## config.mk

```make
export PLATFORM = sky130hd
export DESIGN_NAME = tile_rom_arbiter
export DESIGN_NICKNAME = d
export VERILOG_FILES = /design/src/rtl/pacman_pkg.sv /design/src/rtl/rr_pick.sv /design/src/rtl/tile_rom_arbiter.sv
export SDC_FILE = /design/constraint.sdc
export NUM_CORES = 1
export LEC_CHECK = 0
export CORE_ASPECT_RATIO = 1.25
export CORE_MARGIN = 2
export CORE_UTILIZATION = 45
export CTS_BUF_LIST = sky130_fd_sc_hd__clkbuf_8 sky130_fd_sc_hd__clkbuf_16
export DETAILED_ROUTE_END_ITERATION = 6
export MAX_ROUTING_LAYER = met4
export PLACE_DENSITY_LB_ADDON = 0.25
export SLEW_MARGIN = 15
export SYNTH_ARGS = -nofsm -noshare
export SYNTH_HDL_FRONTEND = slang
export SYNTH_SLANG_ARGS = --single-unit
```

## constraint.sdc

```tcl
create_clock -name clk_pix -period 8.55 [get_ports clk_pix]
set_clock_uncertainty 0.1 [all_clocks]
set_input_delay 1.2825 -clock clk_pix [delete_from_list [all_inputs] [get_ports clk_pix]]
set_output_delay 1.2825 -clock clk_pix [all_outputs]
set_load 0.1 [all_outputs]
```

## src/rtl/pacman_pkg.sv

```systemverilog
`default_nettype none
// ============================================================================
// pacman_pkg: shared map geometry, tile codes and the arbiter return-slot type
// Revision: 1.0
// ============================================================================
package pacman_pkg;

  localparam int MAP_W     = 48;
  localparam int MAP_H     = 27;
  localparam int MAP_SIZE  = MAP_W * MAP_H;
  localparam int TILE_W    = 40;
  localparam int TILE_H    = 40;
  localparam int ADDR_W    = 11;
  localparam int DATA_W    = 4;
  localparam int RET_IDX_W = 3;

  typedef enum logic [DATA_W-1:0] {
    TILE_BG   = 4'd0,
    TILE_WALL = 4'd1,
    TILE_COIN = 4'd2
  } tile_code_t;

  typedef struct packed {
    logic                 valid;
    logic [RET_IDX_W-1:0] idx;
    logic                 oor;
  } ret_slot_t;

  // Modular increment that also wraps for non-power-of-2 moduli.
  function automatic int wrap_inc(input int v, input int n);
    return (v + 1 >= n) ? 0 : v + 1;
  endfunction

endpackage
`default_nettype wire

```

## src/rtl/rr_pick.sv

```systemverilog
`default_nettype none
// ============================================================================
// rr_pick: combinational round-robin picker, first set req bit at/after ptr
// Revision: 1.0
// ============================================================================
module rr_pick #(
  parameter int N_REQ = 6,
  parameter int PTR_W = 3
) (
  input  logic [N_REQ-1:0] req,
  input  logic [PTR_W-1:0] ptr,
  output logic [N_REQ-1:0] gnt,
  output logic [PTR_W-1:0] idx,
  output logic             any
);

  logic [PTR_W:0] w_cand;

  always_comb begin
    gnt    = '0;
    idx    = '0;
    any    = 1'b0;
    w_cand = '0;
    for (int k = 0; k < N_REQ; k++) begin
      w_cand = {1'b0, ptr} + (PTR_W+1)'(k);
      if (w_cand >= (PTR_W+1)'(N_REQ)) begin
        w_cand = w_cand - (PTR_W+1)'(N_REQ);
      end
      if (!any && req[w_cand[PTR_W-1:0]]) begin
        any                     = 1'b1;
        gnt[w_cand[PTR_W-1:0]] = 1'b1;
        idx                     = w_cand[PTR_W-1:0];
      end
    end
  end

endmodule
`default_nettype wire

```

## src/rtl/tile_rom_arbiter.sv

```systemverilog
`default_nettype none
// ============================================================================
// tile_rom_arbiter: shares one synchronous tile-map ROM port among requesters
// Revision: 1.0
// ============================================================================
module tile_rom_arbiter
  import pacman_pkg::*;
#(
  parameter int                N_REQ    = 6,
  parameter int                ADDR_W   = pacman_pkg::ADDR_W,
  parameter int                DATA_W   = pacman_pkg::DATA_W,
  parameter int                MAP_SIZE = pacman_pkg::MAP_SIZE,
  parameter int                ROM_LAT  = 1,
  parameter int                PRIO0    = 0,
  parameter logic [DATA_W-1:0] OOR_CODE = DATA_W'(pacman_pkg::TILE_WALL)
) (
  input  logic                    clk_pix,
  input  logic                    rstn,
  input  logic [N_REQ-1:0]        req,
  input  logic [N_REQ*ADDR_W-1:0] req_addr,
  output logic [N_REQ-1:0]        gnt,
  output logic [N_REQ-1:0]        rd_valid,
  output logic [DATA_W-1:0]       rd_data,
  output logic                    rom_en,
  output logic [ADDR_W-1:0]       rom_addr,
  input  logic [DATA_W-1:0]       rom_data,
  output logic [3:0]              busy_cnt
);

  localparam int                PTR_W     = (N_REQ > 1) ? $clog2(N_REQ) : 1;
  localparam logic [ADDR_W:0]   c_map_lim = (ADDR_W+1)'(MAP_SIZE);

  logic [PTR_W-1:0]  r_rr_ptr;
  logic [N_REQ-1:0]  w_pick_gnt;
  logic [PTR_W-1:0]  w_pick_idx;
  logic              w_pick_any;
  logic              w_prio;
  logic              w_grant_vld;
  logic [PTR_W-1:0]  w_win_idx;
  logic [ADDR_W-1:0] w_win_addr;
  logic              w_oor;
  ret_slot_t         w_slot_in;
  ret_slot_t         w_last;
  ret_slot_t         r_pipe [ROM_LAT];
  logic [DATA_W-1:0] w_ret_data;
  logic [DATA_W-1:0] r_rd_hold;

  rr_pick #(
    .N_REQ (N_REQ),
    .PTR_W (PTR_W)
  ) u_rr_pick (
    .req (req),
    .ptr (r_rr_ptr),
    .gnt (w_pick_gnt),
    .idx (w_pick_idx),
    .any (w_pick_any)
  );

  assign w_prio      = (PRIO0 != 0) && req[0];
  assign w_win_idx   = w_prio ? '0 : w_pick_idx;
  assign w_grant_vld = rstn && w_pick_any;

  always_comb begin
    w_win_addr = '0;
    for (int i = 0; i < N_REQ; i++) begin
      if (w_win_idx == PTR_W'(i)) begin
        w_win_addr = req_addr[i*ADDR_W +: ADDR_W];
      end
    end
  end

  assign w_oor = ({1'b0, w_win_addr} >= c_map_lim);

  always_comb begin
    gnt = '0;
    if (w_grant_vld) begin
      gnt = w_prio ? N_REQ'(1) : w_pick_gnt;
    end
  end

  // Out-of-range reads still take a grant slot but never touch the ROM.
  assign rom_en   = w_grant_vld && !w_oor;
  assign rom_addr = rom_en ? w_win_addr : '0;
  assign busy_cnt = rstn ? 4'($countones(req)) : 4'd0;

  always_ff @(posedge clk_pix) begin
    if (!rstn) begin
      r_rr_ptr <= '0;
    end else if (w_pick_any && !w_prio) begin
      r_rr_ptr <= PTR_W'(wrap_inc(int'(w_pick_idx), N_REQ));
    end
  end

  assign w_slot_in.valid = w_grant_vld;
  assign w_slot_in.idx   = RET_IDX_W'(w_win_idx);
  assign w_slot_in.oor   = w_oor;

  always_ff @(posedge clk_pix) begin
    if (!rstn) begin
      for (int s = 0; s < ROM_LAT; s++) begin
        r_pipe[s] <= '0;
      end
    end else begin
      r_pipe[0] <= w_slot_in;
      for (int s = 1; s < ROM_LAT; s++) begin
        r_pipe[s] <= r_pipe[s-1];
      end
    end
  end

  assign w_last     = r_pipe[ROM_LAT-1];
  assign w_ret_data = w_last.oor ? OOR_CODE : rom_data;

  for (genvar i = 0; i < N_REQ; i++) begin : g_rd_valid
    assign rd_valid[i] = w_last.valid && (w_last.idx == RET_IDX_W'(i));
  end

  // ROM data is only meaningful in the return cycle; hold it afterwards.
  always_ff @(posedge clk_pix) begin
    if (!rstn) begin
      r_rd_hold <= '0;
    end else if (w_last.valid) begin
      r_rd_hold <= w_ret_data;
    end
  end

  assign rd_data = w_last.valid ? w_ret_data : r_rd_hold;

endmodule
`default_nettype wire

```

Word level (Yosys, flattened, before mapping)
Memory sizes are Yosys's and may differ from the RTL's.
Index checks and enable logic that the tools add are counted.
{"block": "op_classes", "n_addsub": 17, "magnitude_cmp": 20, "n_eq_ne": 10, "n_mux": 64, "bitwise": 5, "reduce_logical": 28}
{"operator": "$mux 11", "n": 7}
{"operator": "$mux 6", "n": 7}
{"operator": "$mux 3", "n": 13}
{"operator": "$or 6x6->6", "n": 5}
{"operator": "$ge 4x3->1 const B", "n": 6}
{"operator": "$lt 3x4->1 const B", "n": 6}
{"operator": "$mux 1", "n": 21}
{"operator": "$logic_and 1x1->1", "n": 19}
{"operator": "$bmux 1 s3", "n": 6}
{"operator": "$demux 1 s3", "n": 6}
{"operator": "$ge 3x1->1 const B", "n": 6}
{"operator": "$sub 3x3->3 const B", "n": 6}
{"operator": "$eq 3x2->1 const B", "n": 4}
{"operator": "$eq 3x3->1 const B", "n": 4}
{"operator": "$mux 4", "n": 3}
{"operator": "$ge 11x11->1 const B", "n": 1}
{"operator": "$add 3x1->4 const B", "n": 2}
{"operator": "$add 3x2->4 const B", "n": 2}
{"operator": "$add 3x3->4 const B", "n": 2}
{"operator": "$add 1x1->2", "n": 3}
{"operator": "$eq 3x1->1 const B", "n": 2}
{"operator": "$logic_not 1->1", "n": 6}
{"operator": "$logic_not 3->1", "n": 2}
{"operator": "$mux 5", "n": 1}
{"operator": "4 further kinds", "n": 4}
{"block": "totals", "reg_bits": 7, "ramBits": 5, "input_bits": 78, "output_inout_bits": 32, "mem_count": 1}
{"name": "r_pipe", "depth": 1, "word_bits": 5, "read_ports": 1, "rd_clocked_by_memory_dff": 0, "write_ports": 1, "line": "tile_rom_arbiter.sv:44", "rtl": "ret_slot_t r_pipe [ROM_LAT];"}

Longest topological paths before layout
{"block": "logic_depth", "ltp_word": 31, "depth_mapped": 27}

Modules after synthesis
A second synthesis with hierarchy kept.
{"block": "unflattened", "cells_unflattened": 339, "area_unflattened_um2": 2607.5}
{"mod": "tile_rom_arbiter", "instances": 1, "cells_per_inst": 193, "area_per_inst_um2": 1450.1}
{"mod": "rr_pick", "instances": 1, "cells_per_inst": 146, "area_per_inst_um2": 1157.4}

Worst setup path after synthesis
OpenSTA, ideal clock, no wires.
{"block": "synth_timing", "path_type": "reg2out", "from": "register r_rr_ptr[0]", "to": "output port rom_addr[10]", "arrival_ns": 6.297, "setup_slack_ns": 0.870, "stages_incl_launch_ff": 27, "n_path_buf": 6, "path_cell_list": "dfxtp_1 > buf_6 > buf_6 > clkbuf_1 > inv_1 > ha_1 > buf_2 > inv_1 > and4_1 > a311o_1 > or2_4 > or2_2 > nor2_1 > a21oi_1 > nand2_1 > inv_1 > ha_1 > clkbuf_1 > nor2b_1 > clkbuf_1 > a22oi_1 > o21ai_0 > a31oi_1 > o221ai_2 > a22oi_2 > a31oi_1 > nor4_2"}
{"block": "synth_between", "elab_chain_cells": 31}
{"item": "from (decl)", "line": "tile_rom_arbiter.sv:33", "rtl": "logic [PTR_W-1:0] r_rr_ptr;"}
{"item": "from (signal assigned)", "line": "tile_rom_arbiter.sv:90", "rtl": "r_rr_ptr <= PTR_W'(wrap_inc(int'(w_pick_idx), N_REQ));"}
{"item": "branches (longest 19 deep; another with $add 3x1->4)"}
{"item": "$mux 3 (*)", "line": "rr_pick.sv:29", "rtl": "if (!any && req[w_cand[PTR_W-1:0]]) begin"}
{"item": "via u_rr_pick.idx[1]", "line": "rr_pick.sv:13", "rtl": "output logic [PTR_W-1:0] idx,"}
{"item": "$logic_not 3->1", "line": "tile_rom_arbiter.sv:66", "rtl": "if (w_win_idx == PTR_W'(i)) begin"}
{"item": "$mux 11 (5 in a row)", "line": "tile_rom_arbiter.sv:66"}
{"item": "$mux 11 (*)", "line": "tile_rom_arbiter.sv:66"}
{"item": "$ge 11x11->1", "line": "tile_rom_arbiter.sv:72", "rtl": "assign w_oor = ({1'b0, w_win_addr} >= c_map_lim);"}
{"item": "$logic_not 1->1", "line": "tile_rom_arbiter.sv:82", "rtl": "assign rom_en = w_grant_vld && !w_oor;"}
{"item": "$logic_and 1x1->1", "line": "tile_rom_arbiter.sv:82"}
{"item": "$mux 11 (*)", "line": "tile_rom_arbiter.sv:83", "rtl": "assign rom_addr = rom_en ? w_win_addr : '0;"}
{"item": "to (decl)", "line": "tile_rom_arbiter.sv:25", "rtl": "output logic [ADDR_W-1:0] rom_addr,"}
Mark *: on every way through the listed nets, which the timed path passes. The select of a mux whose other input is x is not followed.

Worst setup path in the final report
{"block": "layout_timing", "from": "input port req[1]", "to": "output port rom_addr[1]"}
{"block": "layout_between", "elab_chain_cells": 29}
{"item": "from (decl)", "line": "tile_rom_arbiter.sv:19", "rtl": "input logic [N_REQ-1:0] req,"}
{"item": "$bmux 1 s3", "line": "rr_pick.sv:29"}
{"item": "$mux 1 (not written as such)", "line": "rr_pick.sv:29"}
{"item": "$mux 1", "line": "rr_pick.sv:29"}
{"item": "$logic_not 1->1", "line": "rr_pick.sv:29"}
{"item": "$logic_and 1x1->1", "line": "rr_pick.sv:29"}
{"item": "$mux 1", "line": "rr_pick.sv:29"}
{"item": "$logic_not 1->1", "line": "rr_pick.sv:29"}
{"item": "$logic_and 1x1->1", "line": "rr_pick.sv:29"}
{"item": "[10 not listed]"}
{"item": "via u_rr_pick.idx[1]", "line": "rr_pick.sv:13"}
{"item": "$logic_not 3->1", "line": "tile_rom_arbiter.sv:66"}
{"item": "$mux 11 (5 in a row)", "line": "tile_rom_arbiter.sv:66"}
{"item": "$mux 11 (*)", "line": "tile_rom_arbiter.sv:66"}
{"item": "$ge 11x11->1", "line": "tile_rom_arbiter.sv:72"}
{"item": "$logic_not 1->1", "line": "tile_rom_arbiter.sv:82"}
{"item": "$logic_and 1x1->1", "line": "tile_rom_arbiter.sv:82"}
{"item": "$mux 11 (*)", "line": "tile_rom_arbiter.sv:83"}
Mark *: on every way through the listed nets, which the timed path passes. The rest lies on a longest branch. The select of a mux whose other input is x is not followed.

==> results.md <==
- Synth top cells by count: nor2_1, nand2_1, a21oi_1, inv_1, ha_1
- H-tree depth: 1
- Cell taking the most area after synthesis: dfxtp_1
- Skew-Pair Late Insertion Delay: 0.24 ns
- Routed WL per cell: 16.4 um
- Hpwl dp: 7.55 mm
- Hold Path Class: flop to flop
- Core Area: 5860 sq um
- Rows: 31
- Hold Path Depth: 2
- CTS tree: yes
- CTS hold repair buffers: 0
- Post_cts resized: 0
- CP required: 7.17 ns
- Grt ovf: 0
- FF-to-FF path depth: 20
- Vias in the first global route: 3,140
- Layout Nets: 578
- Hold Slack: 0.501 ns
- Crit Reg-Reg Startpoint: r_rr_ptr[2]$_SDFFE_PN0N_
- Post-synth EDFFs: 0
- Reg area: 240 sq um
- Synthesized flop and latch total: 12
- Die Ht: 91.5 um
- Footprint of the multi-input gates: 2320 sq um
- Ratio of cells with drive above 1 in the final layout: 11.0%
- Detail Route Antenna Nets: 0
- Synth top area share: 8.71%
- Top-count cell post-synth: nor2_1
- Setup violators final: 0
- Worst-case clock buffer depth: 2
- Max_cap viols: 0
- Post-route cell area: 3890 sq um
- Slew Viols, Final: 0
- Syn_nets: 482
- Reg-to-reg setup timing slack: 2.60 ns
- WS Path Type: input pin to output port
- Unique masters post-synth: 78
- Starting Density: 47.1%
- First drt pass iteration count: 4
- Max Clk Rate: 0.127 GHz
- Final min period: 7.89 ns
- Async S/R FF share, synth: 0%
- Cts bufs inserted: 3
- Ys flop type: dfxtp_1
- DR DRC count: 0
- Relative slew slack: 32.7%
- Initial antenna violation count: 0
- Area post-placement: 3840 sq um
- Area Growth Syn to Fin: 41.0%
- Routability cong.: 0.964
- Die area: 6780 sq um
- Vias: 3,235
- Max Fanout on Critical Path: 11
- CTS Root Cell: clkbuf_8
- Via/cell ratio: 5.76
- Input/output buffers: 108
- Fill cell count: 517
- Clock slew at reported path FFs: 0.05 ns
- Status: finished, final reports clean
- GR Util All Layers: 27.3%
- Post-Syn Area: 2760 sq um
- Detailed Route WL: 9.24 mm
- Hold Crit Start: r_rr_ptr[1]$_SDFFE_PN0N_
- Initial detailed-routing violation count: 209
- Antenna cell count: 0
- Boundary pin count: 110
- Reg-to-Reg End: r_pipe[0][0]$_SDFF_PN0_
- Worst-Margin Slew: 1.01 ns
- Kind of end point of the critical path: output port
- First-pass GRT wire length: 14.3 mm
- Syn_area_per_cell: 7.17 sq um
- Sequential fraction of the synthesis area: 8.71%
- Synth Instances: 385
- Endpoints failing hold: 0
- Yosys Warn Count: 0
- Largest net degree at the start of global routing: 29
- Clock sink count: 12
- Setup TNS: 0 ns
- Die width: 74.0 um
- RSZ-0062 raised after global routing: false
- Synth top area cells: dfxtp_1, a21oi_1, ha_1
- Hold EP: r_rr_ptr[1]$_SDFFE_PN0N_
- Setup bufs post-CTS: 0
- Critical path arrival: 6.51 ns
- Worst setup path startpoint: req[1]
- Startpoint types: input pin
- Final period utilization: 92.3%
## layout make-up
class	instances	area share [%]
Clock buffer	4	1.41
Tap cell	82	2.64
Multi-Input combinational cell	331	59.6
Inverter	21	2.09
Sequential cell	12	6.17
Timing Repair Buffer	112	28.1
## cell usage in the layout (no fill, tap or decap), drive strengths merged, types with 3 or more instances in the layout
master | netlist | routed
o21ai | 15 | 15
a22oi | 11 | 11
buf | 9 | 16
nand2b | 4 | 4
o21a | 3 | 3
o22ai | 8 | 8
nand3b | 3 | 3
dfxtp | 12 | 12
mux2i | 14 | 14
fa | 3 | 3
mux2 | 5 | 5
nor2b | 4 | 4
xnor2 | 4 | 4
a21o | 5 | 5
nand3 | 6 | 6
xor2 | 3 | 3
clkdlybuf4s50 | 0 | 96
nor2 | 49 | 49
a221o | 4 | 4
a311oi | 3 | 3
inv | 21 | 21
a211oi | 7 | 7
ha | 16 | 16
a311o | 5 | 5
and3 | 3 | 3
clkbuf | 12 | 4
nand2 | 44 | 44
and2 | 14 | 14
o211ai | 4 | 4
a21oi | 45 | 45
nor3 | 10 | 10
a221oi | 4 | 4
## critical path, cell delays in order
cell             delay [ns]
clkdlybuf4s50_1        0.53
mux2i_2                0.39
mux2i_1                0.13
a311o_1                0.40
or2_4                  0.29
nand2_1                0.10
a311oi_1               0.05
a221oi_1               0.46
nand2_1                0.22
inv_1                  0.18
ha_1                   0.18
nor2b_1                0.71
a22oi_1                0.14
a2111oi_0              0.43
o22ai_1                0.15
a21bo_4                0.28
a22oi_4                0.23
a21oi_1                0.11
buf_4                  0.24
## how the worst max path moves through the flow
| stage | end | slack [ns] |
|---|---|---|
| CTS | rom_addr[0] | 0.76 |
| finish | rom_addr[1] | 0.66 |
| floorplan | rom_addr[10] | 0.87 |
| global placement | rom_addr[1] | 0.93 |
| detailed placement | rom_addr[0] | 0.78 |
| global route | rom_addr[0] | 0.30 |
## logic make-up after synthesis
| kind of cell | count (synthesis) | synth area share [%] |
|---|---|---|
| xor gates and xnor gates | 7 | 3.18 |
| muxes | 19 | 8.12 |
| DFF | 12 | 8.71 |
| and+or+nand+nor | 152 | 27.8 |
| adders and majority gates | 19 | 9.43 |
| other | 1 | 0.136 |
| AOI/OAI and AO/OA | 133 | 35.4 |
| buffers and inverters | 42 | 7.26 |
## layer usage
| metal | global-route usage, % | routed length (um) | up-vias | share of wire [%] |
|---|---|---|---|---|
| met3 | 3.44 | 504 | 38 | 5.5 |
| met2 | 49.3 | 4740 | 153 | 51 |
| met4 | 10.9 | 385 | 0 | 4.2 |
| met5 | - | 0 | - | 0 |
| li1 | - | - | 1594 | - |
| met1 | 29.1 | 3610 | 1450 | 39 |
## sequential cells by signal (all words and copies together), names as in the netlist
| register | count |
|---|---|
| r_pipe | 5 |
| r_rd_hold | 4 |
| r_rr_ptr | 3 |
## per-stage QoR
stage / utilization [%] / setup slack, ns / instances
after floorplan: - / 0.870 / 385
after global placement: 65.5 / 0.930 / 558
after detailed placement: 65.5 / 0.783 / 558
after CTS: 66.4 / 0.758 / 562
after global routing: 66.4 / 0.299 / 562
final: 66.4 / 0.658 / 562
Power is left out: the tool's default activity adds up to more than one toggle a clock period on the data nets, which glitch-free logic cannot reach.
==> RTL change 1 (same settings) <==
Change the package constant `RET_IDX_W` from 3 to 2.
--- a/src/rtl/pacman_pkg.sv
+++ b/src/rtl/pacman_pkg.sv
@@ -12,7 +12,7 @@
   localparam int TILE_H    = 40;
   localparam int ADDR_W    = 11;
   localparam int DATA_W    = 4;
-  localparam int RET_IDX_W = 3;
+  localparam int RET_IDX_W = 2;
 
   typedef enum logic [DATA_W-1:0] {
     TILE_BG   = 4'd0,
Behaviour: not the same (Yosys sat finds a counterexample within 4 cycles, from zero or initial values and one cycle with rstn low).
==> RTL change 1 against the unedited design <==
Sequential cell count down 1; non-clock buffer count is 2 higher; wire length decreased by 16%; synthesized area fell by 8.9%; fmax grew 0.58%; global-route usage down 2.6 points; worst setup slack improved by 0.045 ns; design area shrank 4.8%.
Power is not shown: default switching activity piles up to over one toggle a cycle in this logic, so the estimate is an artifact.
==> RTL change 1: results <==
{
  "status": "complete, no violations",
  "synthDistinctLibCells": 67,
  "track_usage_pct": 24.7,
  "drt_pass1_iterations": 5,
  "regArea_um2": 220,
  "multi_input_area_mm2": 0.00203,
  "worst_pin_slew_ns": 1.01,
  "grt_start_max_net_pins": 26,
  "whs_path_depth": 3,
  "max_stage_delay_ns": 0.83,
  "endpoint": "rom_addr[7]",
  "r2r_cells": 19,
  "fillCellCount": 474,
  "finalWirelength_um": 7780,
  "gp_congestion": 0.915,
  "syn_inst": 364,
  "fmax_mhz": 127,
  "r2r_slack_ns": 2.45,
  "clk_share_pct": 1.22,
  "nNonClkInverters": 24,
  "path_max_fanout": 12,
  "dp_hpwl_um": 6400,
  "cts.sinks": 11,
  "min_to": "r_rd_hold[0]$_SDFF_PN0_",
  "nNonClkBuffers": 114,
  "detail_route.vias_per_cell": 5.65,
  "synth_nets": 461,
  "placedInstanceArea_mm2": 0.00366,
  "postLayoutCoreUtil_pct": 68.5
}
RTL change 1: logic make-up (layout without fill, tap and decap cells):
| kind of cell | after synthesis | after routing | share of synthesized area (%) |
|---|---|---|---|
| AND/OR/NAND/NOR | 146 | 146 | 28.3 |
| AO/OA/AOI/OAI | 116 | 116 | 32.5 |
| buffers and inverters | 51 | 142 | 10.3 |
| adder cells (fa/ha/maj) | 19 | 19 | 10.4 |
| multiplexers | 15 | 15 | 7.62 |
| flip-flops | 11 | 11 | 8.76 |
| XOR/XNOR | 5 | 5 | 2.04 |
| other | 1 | 1 | 0.149 |
RTL change 1: per-layer routing:
| layer | GRT usage (%) | vias to the layer above | routed length, um |
|---|---|---|---|
| li1 | - | 1478 | - |
| met1 | 27.8 | 1316 | 3220 |
| met2 | 43.9 | 120 | 3780 |
| met3 | 4.26 | 20 | 515 |
| met4 | 8.75 | 0 | 270 |
| met5 | - | - | 0 |
==> RTL change 2 (same settings) <==
Without the edit above. Register the output `busy_cnt`, cleared by the reset; this adds one clock of latency there. The other outputs are not delayed to match.
--- a/src/rtl/tile_rom_arbiter.sv
+++ b/src/rtl/tile_rom_arbiter.sv
@@ -81,7 +81,13 @@
   // Out-of-range reads still take a grant slot but never touch the ROM.
   assign rom_en   = w_grant_vld && !w_oor;
   assign rom_addr = rom_en ? w_win_addr : '0;
-  assign busy_cnt = rstn ? 4'($countones(req)) : 4'd0;
+  always_ff @(posedge clk_pix) begin
+    if (!rstn) begin
+      busy_cnt <= '0;
+    end else begin
+      busy_cnt <= rstn ? 4'($countones(req)) : 4'd0;
+    end
+  end
 
   always_ff @(posedge clk_pix) begin
     if (!rstn) begin
Function: changed (a bounded check fails within 4 cycles, from zero or initial values and one cycle with rstn low).
==> RTL change 2 against the unedited design <==
Worst setup slack better by 0.16 ns; synthesized area is 8.9% lower; design area is 2.9% lower; sequential cell count is 3 higher; wire length is 15% lower; worst hold slack better by 0.014 ns; highest routed layer unchanged.
Power is not shown: default switching activity piles up to over one toggle a cycle in this logic, so the estimate is an artifact.
==> RTL change 2: results <==
{
  "cts.repair.resized": 0,
  "top_regs": "r_pipe: 5 flops, r_rd_hold: 4 flops",
  "async_flop_share_pct": 0,
  "cp.arrival_ns": 6.35,
  "track_usage_pct": 25.9,
  "synth_nets": 468,
  "status": "complete, no violations",
  "max_stage_delay_ns": 0.64,
  "cts_buffers": 3,
  "initialDrtViolationCount": 141,
  "grtUsageMet1_pct": 29.5,
  "antenna_found_initial": 0,
  "dp_hpwl_um": 6340,
  "post_cts_buffers": 0,
  "antenna_left": 0,
  "wire_per_inst_um": 14.8,
  "use_met3_pct": 3.57,
  "synthXorXnorAreaFrac_pct": 2.44,
  "slowest_stage": "or4_1",
  "nNetsFinal": 565,
  "hold_class": "register to register",
  "clk_pin_slew_ns": 0.06,
  "detail_route.vias_per_cell": 5.66,
  "met2_usage_pct": 47.7,
  "layout-drive-gt1-share_pct": 7.46,
  "drt_pass1_iterations": 4,
  "gp_congestion": 0.949,
  "grt_pass1_vias": 2915,
  "cts_buffer_depth": 2,
  "clk_latency_ns": 0.25,
  "grt_pass1_wl_um": 13000,
  "yosys_warnings": 0,
  "worst_pin_slew_ns": 0.995,
  "synthTopCellsByArea": "dfxtp_1, nand2_1, a21oi_1",
  "path_max_fanout": 24,
  "synthAdderAreaFrac_pct": 9.36,
  "synth-seq-area-share_pct": 12.0,
  "synthMuxAreaShare_pct": 7.97,
  "portBuffers": 108,
  "synth_flop_cell": "dfxtp_1",
  "synth_compound_gate_area_share_pct": 30.1,
  "synthTopCellsByCount": "nand2_1, a21oi_1, nor2_1, inv_1, o21ai_0",
  "root_buffer": "clkbuf_8",
  "synthDistinctLibCells": 57,
  "htreeDepth": 1,
  "antennaDiodeCount": 0,
  "grt_start_max_net_pins": 25
}
-- RTL change 2: cell count changes after synthesis, moves of 5 or more --
| cell | delta |
|---|---|
| nor2_1 | -19 |
| nand2_1 | +12 |
| o21ai_0 | +11 |
| o211a_1 | +6 |
| a21oi_1 | -5 |
| nor2b_1 | +5 |
| o22ai_1 | -5 |
-- RTL change 2: stage by stage --
| step | util [%] | setup WS, ns | instances | area (um^2) |
|---|---|---|---|---|
| after floorplan | - | 0.505 | 373 | 2510 |
| after global placement | 69.0 | 1.02 | 529 | 3730 |
| after detailed placement | 69.0 | 0.875 | 529 | 3730 |
| after CTS | 69.9 | 0.839 | 533 | 3780 |
| after global routing | 69.9 | 0.208 | 533 | 3780 |
| final | 69.9 | 0.819 | 533 | 3780 |
-- RTL change 2: critical path, delay by kind of cell --
family / cells / cell delay, ns
compound gates: 5 / 0.70
fa+ha+maj: 1 / 0.58
buf+inv: 4 / 1.25
mux: 3 / 0.57
simple gates: 6 / 1.95
-- RTL change 2: layout make-up --
type	count	area, um^2
multi-input combinational	311	2020
clock buffer	3	41.3
timing repair buffer	116	1250
fill	456	1630
sequential	15	300
tap	64	80.1
clock inverter	1	5.00
inverter	23	86.3
-- RTL change 2: metal layers --
metal / wire length [um] / up-vias
met4: 130 / 0
met1: 3220 / 1381
met2: 4110 / 114
met3: 436 / 13
li1: - / 1510
met5: 0 / -
-- RTL change 2: cells by family (layout without fill, tap and decap cells) --
kind of cell / after synthesis / in the layout
fa+ha+maj: 17 / 17
flops: 15 / 15
other cells: 1 / 1
xor+xnor: 7 / 7
simple gates: 153 / 153
mux: 19 / 19
buf+inv: 47 / 143
compound gates: 114 / 114
-- RTL change 2: final timing paths --
check | start | end | slack [ns] | depth (start not counted)
setup / recovery | req[0] | rom_addr[5] | 0.82 | 19
hold / removal | r_rd_hold[3]$_SDFF_PN0_ | r_rd_hold[3]$_SDFF_PN0_ | 0.51 | 3
setup reg to reg | r_rr_ptr[1]$_SDFFE_PN0N_ | r_pipe[0][0]$_SDFF_PN0_ | 3.09 | 17
hold reg to reg | r_rd_hold[3]$_SDFF_PN0_ | r_rd_hold[3]$_SDFF_PN0_ | 0.51 | 3
